### src/rtl/game_input_ctrl.sv
// game_input_ctrl
// ----------------
// N-channel push-button front end. Each raw button input is polarity
// normalised and passed through a two-flop synchroniser. It is then debounced
// into a clean level. That level drives a small per-channel FSM that produces
// a press pulse, an auto-repeat pulse train while the button is held, and a
// release pulse. All logic is on the rising edge of clock with a synchronous
// active-low reset.
//
// Ports:
//   clock          in   system clock
//   resetn         in   synchronous active-low reset
//   btn_in         in   [NUM_CH] raw asynchronous button inputs
//   repeat_mask    in   [NUM_CH] per-channel auto-repeat enable
//   level          out  [NUM_CH] debounced pressed state (1 = pressed)
//   press_pulse    out  [NUM_CH] one cycle when a press is debounced
//   repeat_pulse   out  [NUM_CH] one cycle per auto-repeat
//   release_pulse  out  [NUM_CH] one cycle when a release is debounced
//   event_pulse    out  [NUM_CH] press_pulse | repeat_pulse
//
// Optional feature, macro INPUT_CTRL_LOCKOUT_EN:
//   Channels (2k, 2k+1) form opposing pairs. A press that is debounced while
//   the partner is held leaves that channel locked. A locked channel still
//   reports level and release, but it raises no press, repeat or event
//   pulses until it is released. When both channels of a pair rise together,
//   the even channel wins. NUM_CH must be even when the macro is defined.
//
// Handshake: there is none. Every output is a registered level or a
// single-cycle pulse that the consumer samples on each clock edge.

module game_input_ctrl #(
    parameter int NUM_CH           = 4,
    parameter int ACTIVE_LOW       = 1,
    parameter int CNT_W            = 20,
    parameter int DEBOUNCE_CYC     = 250000,
    parameter int REPEAT_DELAY_CYC = 20000000,
    parameter int REPEAT_RATE_CYC  = 5000000
) (
    input  logic              clock,
    input  logic              resetn,
    input  logic [NUM_CH-1:0] btn_in,
    input  logic [NUM_CH-1:0] repeat_mask,
    output logic [NUM_CH-1:0] level,
    output logic [NUM_CH-1:0] press_pulse,
    output logic [NUM_CH-1:0] repeat_pulse,
    output logic [NUM_CH-1:0] release_pulse,
    output logic [NUM_CH-1:0] event_pulse
);

    // The counters are widened when CNT_W is too narrow for the largest cycle
    // parameter. A narrow counter would truncate its terminal count and give
    // silently wrong timing.
    localparam int MAX_AB  = (DEBOUNCE_CYC > REPEAT_DELAY_CYC) ? DEBOUNCE_CYC : REPEAT_DELAY_CYC;
    localparam int MAX_CYC = (MAX_AB > REPEAT_RATE_CYC) ? MAX_AB : REPEAT_RATE_CYC;
    localparam int NEED_W  = $clog2(MAX_CYC + 1);
    localparam int CW      = (CNT_W > NEED_W) ? CNT_W : NEED_W;

    localparam logic [CW-1:0] DEB_LAST  = CW'(DEBOUNCE_CYC - 1);
    localparam logic [CW-1:0] DLY_LAST  = CW'(REPEAT_DELAY_CYC - 1);
    localparam logic [CW-1:0] RATE_LAST = CW'(REPEAT_RATE_CYC - 1);

    typedef enum logic [1:0] {
        ST_IDLE   = 2'd0,
        ST_DELAY  = 2'd1,
        ST_REPEAT = 2'd2
    } state_t;

    // Polarity-normalised input: 1 means pressed, whatever the board wiring.
    logic [NUM_CH-1:0] pressed_raw;
    logic [NUM_CH-1:0] sync1_q;
    logic [NUM_CH-1:0] sync2_q;

    assign pressed_raw = (ACTIVE_LOW != 0) ? ~btn_in : btn_in;

    always_ff @(posedge clock) begin
        if (!resetn) begin
            sync1_q <= '0;
            sync2_q <= '0;
        end else begin
            sync1_q <= pressed_raw;
            sync2_q <= sync1_q;
        end
    end

`ifdef INPUT_CTRL_LOCKOUT_EN
    logic [NUM_CH-1:0] rise_v;
`endif

    for (genvar g = 0; g < NUM_CH; g++) begin : g_ch
        logic [CW-1:0] dcnt_q;
        logic [CW-1:0] rcnt_q;
        state_t        state_q;
        logic          level_q;
        logic          press_q;
        logic          repeat_q;
        logic          release_q;
        logic          event_q;
        logic          flip;
        logic          rise;
        logic          fall;
        logic          fire;
        logic          press_ok;
        logic          rep_ok;

        // The debounced level flips once the synchronised input has differed
        // from it for DEBOUNCE_CYC consecutive cycles.
        assign flip = (sync2_q[g] != level_q) && (dcnt_q == DEB_LAST);
        assign rise = flip & sync2_q[g];
        assign fall = flip & ~sync2_q[g];

        // A repeat fires on the terminal count of the current phase. A mask
        // that is low or a release in the same cycle suppresses it.
        assign fire = repeat_mask[g] & ~fall &
                      (((state_q == ST_DELAY)  && (rcnt_q == DLY_LAST)) ||
                       ((state_q == ST_REPEAT) && (rcnt_q == RATE_LAST)));

`ifdef INPUT_CTRL_LOCKOUT_EN
        localparam bit IS_HI = (g % 2) == 1;
        logic locked_q;
        logic lock_now;

        assign rise_v[g] = rise;
        // The partner already held, or the partner rising in the same cycle
        // when this is the odd channel of the pair.
        assign lock_now  = level[g ^ 1] | (rise_v[g ^ 1] & IS_HI);
        assign press_ok  = rise & ~lock_now;
        assign rep_ok    = fire & ~locked_q;

        always_ff @(posedge clock) begin
            if (!resetn) begin
                locked_q <= 1'b0;
            end else if (fall) begin
                locked_q <= 1'b0;
            end else if (rise) begin
                locked_q <= lock_now;
            end
        end
`else
        assign press_ok = rise;
        assign rep_ok   = fire;
`endif

        always_ff @(posedge clock) begin
            if (!resetn) begin
                dcnt_q    <= '0;
                rcnt_q    <= '0;
                state_q   <= ST_IDLE;
                level_q   <= 1'b0;
                press_q   <= 1'b0;
                repeat_q  <= 1'b0;
                release_q <= 1'b0;
                event_q   <= 1'b0;
            end else begin
                if ((sync2_q[g] == level_q) || flip) begin
                    dcnt_q <= '0;
                end else begin
                    dcnt_q <= dcnt_q + 1'b1;
                end
                if (flip) begin
                    level_q <= sync2_q[g];
                end

                press_q   <= press_ok;
                repeat_q  <= rep_ok;
                release_q <= fall;
                event_q   <= press_ok | rep_ok;

                if (fall) begin
                    state_q <= ST_IDLE;
                    rcnt_q  <= '0;
                end else begin
                    case (state_q)
                        ST_IDLE: begin
                            if (rise) begin
                                state_q <= ST_DELAY;
                                rcnt_q  <= '0;
                            end
                        end
                        ST_DELAY: begin
                            if (!repeat_mask[g]) begin
                                rcnt_q <= '0;
                            end else if (rcnt_q == DLY_LAST) begin
                                state_q <= ST_REPEAT;
                                rcnt_q  <= '0;
                            end else begin
                                rcnt_q <= rcnt_q + 1'b1;
                            end
                        end
                        ST_REPEAT: begin
                            if (!repeat_mask[g]) begin
                                state_q <= ST_DELAY;
                                rcnt_q  <= '0;
                            end else if (rcnt_q == RATE_LAST) begin
                                rcnt_q <= '0;
                            end else begin
                                rcnt_q <= rcnt_q + 1'b1;
                            end
                        end
                        default: begin
                            state_q <= ST_IDLE;
                            rcnt_q  <= '0;
                        end
                    endcase
                end
            end
        end

        assign level[g]         = level_q;
        assign press_pulse[g]   = press_q;
        assign repeat_pulse[g]  = repeat_q;
        assign release_pulse[g] = release_q;
        assign event_pulse[g]   = event_q;
    end

endmodule
### config.mk
export PLATFORM = sky130hd
export DESIGN_NAME = game_input_ctrl
export DESIGN_NICKNAME = d
export VERILOG_FILES = /design/src/rtl/game_input_ctrl.sv
export SDC_FILE = /design/constraint.sdc
export NUM_CORES = 1
export LEC_CHECK = 0
export BUFFER_PORTS_ARGS = -buffer_cell sky130_fd_sc_hd__buf_2
export CORE_MARGIN = 2
export CORE_UTILIZATION = 35
export DETAILED_ROUTE_END_ITERATION = 6
export SLEW_MARGIN = 10
export SYNTH_ARGS = -nofsm -noshare
export SYNTH_HDL_FRONTEND = slang
export SYNTH_SLANG_ARGS = --single-unit
### constraint.sdc
create_clock -name clock -period 5.26 [get_ports clock]
set_clock_uncertainty 0.05 [all_clocks]
set_input_delay 0 -clock clock [delete_from_list [all_inputs] [get_ports clock]]
set_output_delay 0 -clock clock [all_outputs]
set_load 0.02 [all_outputs]
==> impl_metrics.ini, run 1 <==
[routing]
drc = 0
vias = 10240
first_iter_violations = 789
route.final.wire_length_um = 26340
drt_pass1_iterations = 6
routed_wl_per_cell_um = 13.93
drt-vias-per-instance = 5.415
ant_nets = 0

[placement]
pre_cts_slack_ns = 1.559
finalWeightedCongestion = 0.7980
placement.io_buffers = 29
detailed_place_hpwl_um = 17550
post-place-cells = 1828

[clock_network]
cts-resized-gates = 0
clkTransAtPathRegs_ns = 0.06
clkLatencyLatePin_ns = 0.55
tritoncts_num_sinks = 236
post-cts-setup-buffer-count = 0
cts_root_buf = sky130_fd_sc_hd__clkbuf_16
numCtsBuffers = 28
clock_path_buffers = 3
ctsHtreeMaxLevel = 1
cts_tree = built

[worst_setup_path]
end_kind = flop
critPathLaunchType = flop
depth_of_the_worst_register_to_register_path = 7
path_class = flop to flop
critical_path_arrival_ns = 4.05
worst-path-max-fanout = 27
worst_ep_required_time_ns = 5.62

[min_path]
hold_class = input pin to flop
timing.hold.worst_path_depth = 4

[status]
outcome = complete, no violations

[sta]
unrepaired_setup_endpoints_after_global_routing = no
final-setup-viol-count = 0
fmax_mhz = 271.1
max-slew-margin-rel_pct = 19.43
worst_slack_ns = 1.572
hold_viol = 0
timing.final.crit_share_pct = 70.12
timing.final.crit_period_ns = 3.688
report.final.slew_viol_count = 0
tightestPinTransition_ns = 1.209
setup_total_neg_slack_ns = 0

[final_layout]
seq_area_um2 = 4725
drive_gt1_share_pct = 7.762
multi_input_area_um2 = 6693
final_nets = 1457
number_of_diodes = 0
filler_cell_count = 3388
syn_to_final_growth_pct = 12.19
final_standard_cell_count_with_taps_included_and_fillers_excluded = 1891

[floorplanning]
row_count = 67
floorplan.core_area_um2 = 33530
floorplan.initialDensity_pct = 35.49
die-area_um2 = 35490
dieWidth_um = 188.4
io_pins = 30
die-height_um = 188.4

[logic_synthesis]
synth_top_cell_area_share_pct = 39.71
synth-edff-count = 0
synthCells = 1420
synthDistinctLibCells = 73
synthTopCellsByArea = sky130_fd_sc_hd__dfxtp_1, sky130_fd_sc_hd__nand3_1, sky130_fd_sc_hd__nor2_1
synth.cell_area_um2 = 11900
synth_sequential_area_ratio_pct = 39.71
synth_ff_type = sky130_fd_sc_hd__dfxtp_1
synth.avg_cell_area_um2 = 8.380
syn-num-nets = 1454
ys.warnings.count = 0
synth-async-reset-ratio_pct = 0
synth_area_leader_cell = sky130_fd_sc_hd__dfxtp_1
synth-seq-cells = 236

[grt]
globalRouteOverflowTotal = 0
grt_pass1_vias = 9290
antenna_found_initial = 0
grt_max_degree = 33
grt_pass1_wl_um = 45300
grt_util_all_layers_pct = 14.63

[power]
total_leakage_power_nw = 4.389
power-per-cell-area_nw_per_um2 = 280.0
worst_ir_drop_on_vdd_v = 0.0002358

[run]
timing.max_cap.violations = 0
## cell usage after synthesis, drive strengths merged (8+ instances only)
library cell,count
or3,18
inv,36
nor4,19
nor3,42
xor2,51
and4,16
ha,24
nand4,54
o311ai,25
and2,38
xnor2,34
nand3b,8
nand2b,9
nand2,143
nor2,150
clkbuf,48
a21oi,32
a31oi,24
a22oi,28
a221o,9
and4b,8
and3,50
o31ai,41
o41ai,11
nor2b,12
buf,27
nand3,118
o21ai,21
nor4b,12
dfxtp,236
## kinds of logic (layout without fill, tap and decap cells)
kind of cell	after synthesis	in the layout	synth area share (%)
mux	8	8	0.6835
fa+ha+maj	24	24	2.524
compound gates	233	233	14.97
simple gates	723	723	31.56
flops	236	236	39.71
buf+inv	111	134	4.301
xor+xnor	85	85	6.257
## area by class of cell
type,instances,area share (%)
Clock buffer,38,5.980
Clock inverter,12,0.8811
Inverter,36,1.012
Multi-Input combinational cell,1073,50.14
Sequential cell,236,35.39
Tap cell,448,4.199
Timing Repair Buffer,48,2.399
## state kept, by name, indices dropped and copies added (netlist names)
signal	cells
g_ch.repeat_q	4
g_ch.press_q	4
sync1_q	4
g_ch.level_q	4
g_ch.dcnt_q	100
g_ch.rcnt_q	100
g_ch.event_q	4
g_ch.state_q	8
sync2_q	4
g_ch.release_q	4
## cell usage in the layout (no fill, tap or decap), types with 19 or more instances in the layout
master,n
sky130_fd_sc_hd__a21oi_1,28
sky130_fd_sc_hd__a22oi_1,28
sky130_fd_sc_hd__a31oi_1,24
sky130_fd_sc_hd__and2_1,36
sky130_fd_sc_hd__and3_1,50
sky130_fd_sc_hd__buf_2,29
sky130_fd_sc_hd__clkbuf_16,28
sky130_fd_sc_hd__dfxtp_1,236
sky130_fd_sc_hd__ha_1,24
sky130_fd_sc_hd__inv_1,36
sky130_fd_sc_hd__nand2_1,142
sky130_fd_sc_hd__nand3_1,118
sky130_fd_sc_hd__nand4_1,54
sky130_fd_sc_hd__nor2_1,148
sky130_fd_sc_hd__nor3_1,41
sky130_fd_sc_hd__nor4_1,19
sky130_fd_sc_hd__o31ai_1,39
sky130_fd_sc_hd__xnor2_1,34
sky130_fd_sc_hd__xor2_1,51
## critical path, cell delays in order (launching register included)
cell and delay, ns:
sky130_fd_sc_hd__dfxtp_1 0.34, sky130_fd_sc_hd__ha_1 0.24, sky130_fd_sc_hd__and4_1 0.24, sky130_fd_sc_hd__nand4_1 0.19
sky130_fd_sc_hd__o2111ai_1 0.20, sky130_fd_sc_hd__a21oi_2 0.97, sky130_fd_sc_hd__nand2_1 0.79, sky130_fd_sc_hd__o311ai_0 0.54
## metrics by stage
stage / instance area [µm²] / util [%] / power [mW] / hold WS [ns]
5_1_grt: 13350 / 39.81 / 3.891 / 0.2373
6_report: 13350 / 39.81 / 3.738 / 0.2349
3_5_place_dp: 12300 / 36.69 / 1.881 / 0.1109
4_1_cts: 13350 / 39.81 / 3.808 / 0.2114
2_1_floorplan: 11900 / - / 1.864 / 0.02161
3_3_place_gp: 12300 / 36.69 / 1.881 / 0.1086
## power by group
group / internal, mW / switching (mW) / leakage (nW)
combinational: 0.0178 / 0.0366 / 2.05
sequential: 1.79 / 0.00246 / 1.90
clock: 1.11 / 0.776 / 0.439
total: 2.92 / 0.815 / 4.39
## what timing repair did
action / 4_1_cts / 5_1_grt
setup endpoints to repair: 0 / 0
hold endpoints to repair: 34 / 0
hold buffers: 13 / 0
## final timing paths
| path | start | end | slack (ns) |
|---|---|---|---|
| worst max-delay path | g_ch[1].rcnt_q[0] | g_ch[1].rcnt_q[20] | 1.57 |
| worst max register to register | g_ch[1].rcnt_q[0] | g_ch[1].rcnt_q[20] | 1.57 |
| worst min register to register | sync1_q[1] | sync2_q[1] | 0.38 |
| worst min-delay path | repeat_mask[2] | g_ch[2].repeat_q | 0.23 |
## layer usage
layer / vias to the layer above / track usage [%] / routed length (µm)
li1: 5218 / - / -
met1: 4835 / 20.66 / 13160
met2: 153 / 23.30 / 11650
met3: 33 / 2.533 / 1077
met4: 0 / 3.305 / 449
met5: - / 0 / 0
No activity file was read; power rests on OpenSTA's default activity.
==> run 2, diff against run 1 <==
==> constraint.sdc (replaced) <==
create_clock -name clock -period 3.9 [get_ports clock]
set_clock_uncertainty 0.05 [all_clocks]
set_input_delay 0 -clock clock [delete_from_list [all_inputs] [get_ports clock]]
set_output_delay 0 -clock clock [all_outputs]
set_load 0.02 [all_outputs]
==> run 2 against run 1 <==
Compared with the run above:
- largest cell class unchanged
- global-route usage about the same
- highest routed layer unchanged
- die area did not move
- sequential share of layout area is essentially flat
- flip-flop and latch count did not move
==> impl_metrics.ini, run 2 (synthesis gave the netlist of run 1 again) <==
[routing]
first_iter_violations = 798
drt_pass1_iterations = 6
ant_nets = 0
routed_wl_per_cell_um = 13.80
route.final.wire_length_um = 26140
drc = 0
vias = 10260
drt-vias-per-instance = 5.416

[placement]
finalWeightedCongestion = 0.8267
placed_cell_area_um2 = 12360
placement.io_buffers = 29
post-place-cells = 1835
detailed_place_hpwl_um = 17640
pre_cts_slack_ns = 0.7349

[clock_network]
cts_tree = built
post-cts-setup-buffer-count = 0
numCtsBuffers = 28
clkLatencyLatePin_ns = 0.54
clock_path_buffers = 3
cts_root_buf = sky130_fd_sc_hd__clkbuf_16
tritoncts_num_sinks = 236
clkTransAtPathRegs_ns = 0.06
ctsHtreeMaxLevel = 1

[final_layout]
final_nets = 1460
finalInstanceArea_um2 = 13330
final_standard_cell_count_with_taps_included_and_fillers_excluded = 1894
filler_cell_count = 3425
drive_gt1_share_pct = 8.091
multi_input_area_um2 = 6693
seq_area_um2 = 4725
mostFrequentLayoutCells = sky130_fd_sc_hd__dfxtp_1, sky130_fd_sc_hd__nor2_1, sky130_fd_sc_hd__nand2_1, sky130_fd_sc_hd__nand3_1, sky130_fd_sc_hd__nand4_1
top_flop_regs = g_ch.dcnt_q x100, g_ch.rcnt_q x100, g_ch.state_q x8
leading_cell_type_in_the_layout_fill_and_taps_excluded = sky130_fd_sc_hd__dfxtp_1
syn_to_final_growth_pct = 12.04
number_of_diodes = 0

[worst_setup_path]
ff2ff_setup_slack_ns = 0.70
end_kind = flop
worst_ep_required_time_ns = 4.26
regToRegEndpoint = g_ch[0].rcnt_q[5]
setup_crit_end = g_ch[0].rcnt_q[5]
depth_of_the_worst_register_to_register_path = 6
critical_path_arrival_ns = 3.56
cpPeakStageDelay_ns = 0.64
cp.buffers_inverters = 0
worst-path-max-fanout = 18
crit_start = g_ch[0].dcnt_q[13]
timing.critical_path.depth = 6
path_delay_family = simple AND/OR/NAND/NOR gates
critPathLaunchType = flop
cp_slowest_cell = sky130_fd_sc_hd__o41ai_4
path_class = flop to flop
critical_path.cell_chain = or4b_1 > or4_4 > o41ai_4 > a21oi_2 > nand2_2 > o311ai_1
r2r-start = g_ch[0].dcnt_q[13]

[grt]
grt_pass1_wl_um = 45250
grt_util_all_layers_pct = 14.60
globalRouteMet1Util_pct = 20.12
met3_usage_pct = 2.328
most_utilized_layer_in_the_global_route_result = met2
global_route.usage.met2_pct = 24.07
antenna_found_initial = 0
globalRouteOverflowTotal = 0
grt_pass1_vias = 9471
grt_max_degree = 33

[floorplanning]
dieWidth_um = 188.4
floorplan.initialDensity_pct = 35.49
row_count = 67
floorplan.core_area_um2 = 33530
die-area_um2 = 35490
die-height_um = 188.4
io_pins = 30

[sta]
timing.final.crit_share_pct = 82.03
hold_viol = 0
timing.final.crit_period_ns = 3.199
tightestPinTransition_ns = 1.160
setup_total_neg_slack_ns = 0
worst_slack_ns = 0.7007
report.final.slew_viol_count = 0
max-slew-margin-rel_pct = 22.70
unrepaired_setup_endpoints_after_global_routing = no
final-setup-viol-count = 0
fmax_mhz = 312.6

[min_path]
timing.hold.worst_path_depth = 3
hold_class = input pin to flop

[power]
power_mw = 4.980
worst_ir_drop_on_vdd_v = 0.0003079
power-per-cell-area_nw_per_um2 = 373.5
total_leakage_power_nw = 4.388

[status]
outcome = complete, no violations

[run]
timing.max_cap.violations = 0
run 2: cell count changes in the layout (fill, tap and decap cells not counted):
cell                            delta
sky130_fd_sc_hd__clkbuf_16         +1
sky130_fd_sc_hd__clkinv_8          -1
sky130_fd_sc_hd__dlygate4sd3_1     -4
sky130_fd_sc_hd__bufinv_16         -1
sky130_fd_sc_hd__buf_4             +7
sky130_fd_sc_hd__clkbuf_1          +2
sky130_fd_sc_hd__clkinv_2          +2
sky130_fd_sc_hd__clkinv_4          -3
run 2: worst min-delay path by stage:
stage | start | end | slack (ns)
after global routing | btn_in[1] | sync1_q[1] | 0.10
after CTS | btn_in[1] | sync1_q[1] | 0.07
after global placement | btn_in[1] | sync1_q[1] | 0.11
after floorplan | btn_in[0] | sync1_q[0] | 0.02
final | btn_in[2] | sync1_q[2] | 0.11
after detailed placement | btn_in[2] | sync1_q[2] | 0.11
run 2: tightest hold or removal path: cells and delay by family:
family / cells / cell delay, ns
buf+inv: 2 / 0.63
simple gates: 1 / 0.03
run 2: cell type report:
type,instances,share of cell area [%]
Clock buffer,41,6.232
Clock inverter,9,0.4130
Inverter,36,1.014
Multi-Input combinational cell,1073,50.20
Sequential cell,236,35.44
Tap cell,448,4.205
Timing Repair Buffer,51,2.496
run 2: metrics by stage:
step                utilization (%)  hold slack [ns]
global placement              36.85           0.1077
detailed placement            36.85           0.1094
CTS                           39.76          0.07480
finish                        39.76           0.1066
floorplan                         -          0.02161
global route                  39.76           0.1013
run 2: metal layers:
metal  share of wire (%)  wire (µm)  vias up
met3                 4.5       1164       26
met1                  49      12750     4790
met5                   0          0        -
met4                 1.5        402        0
met2                  45      11830      220
li1                    -          -     5221
run 2: repair_timing:
action                                 4_1_cts  5_1_grt
resized for setup                            0        0
hold buffers                                 9        0
endpoints found under the hold margin       26        0
run 2: power breakdown:
group | switching, mW | internal [mW]
sequential | 0.00287 | 2.42
clock | 1.02 | 1.47
combinational | 0.0499 | 0.0224
total | 1.07 | 3.91
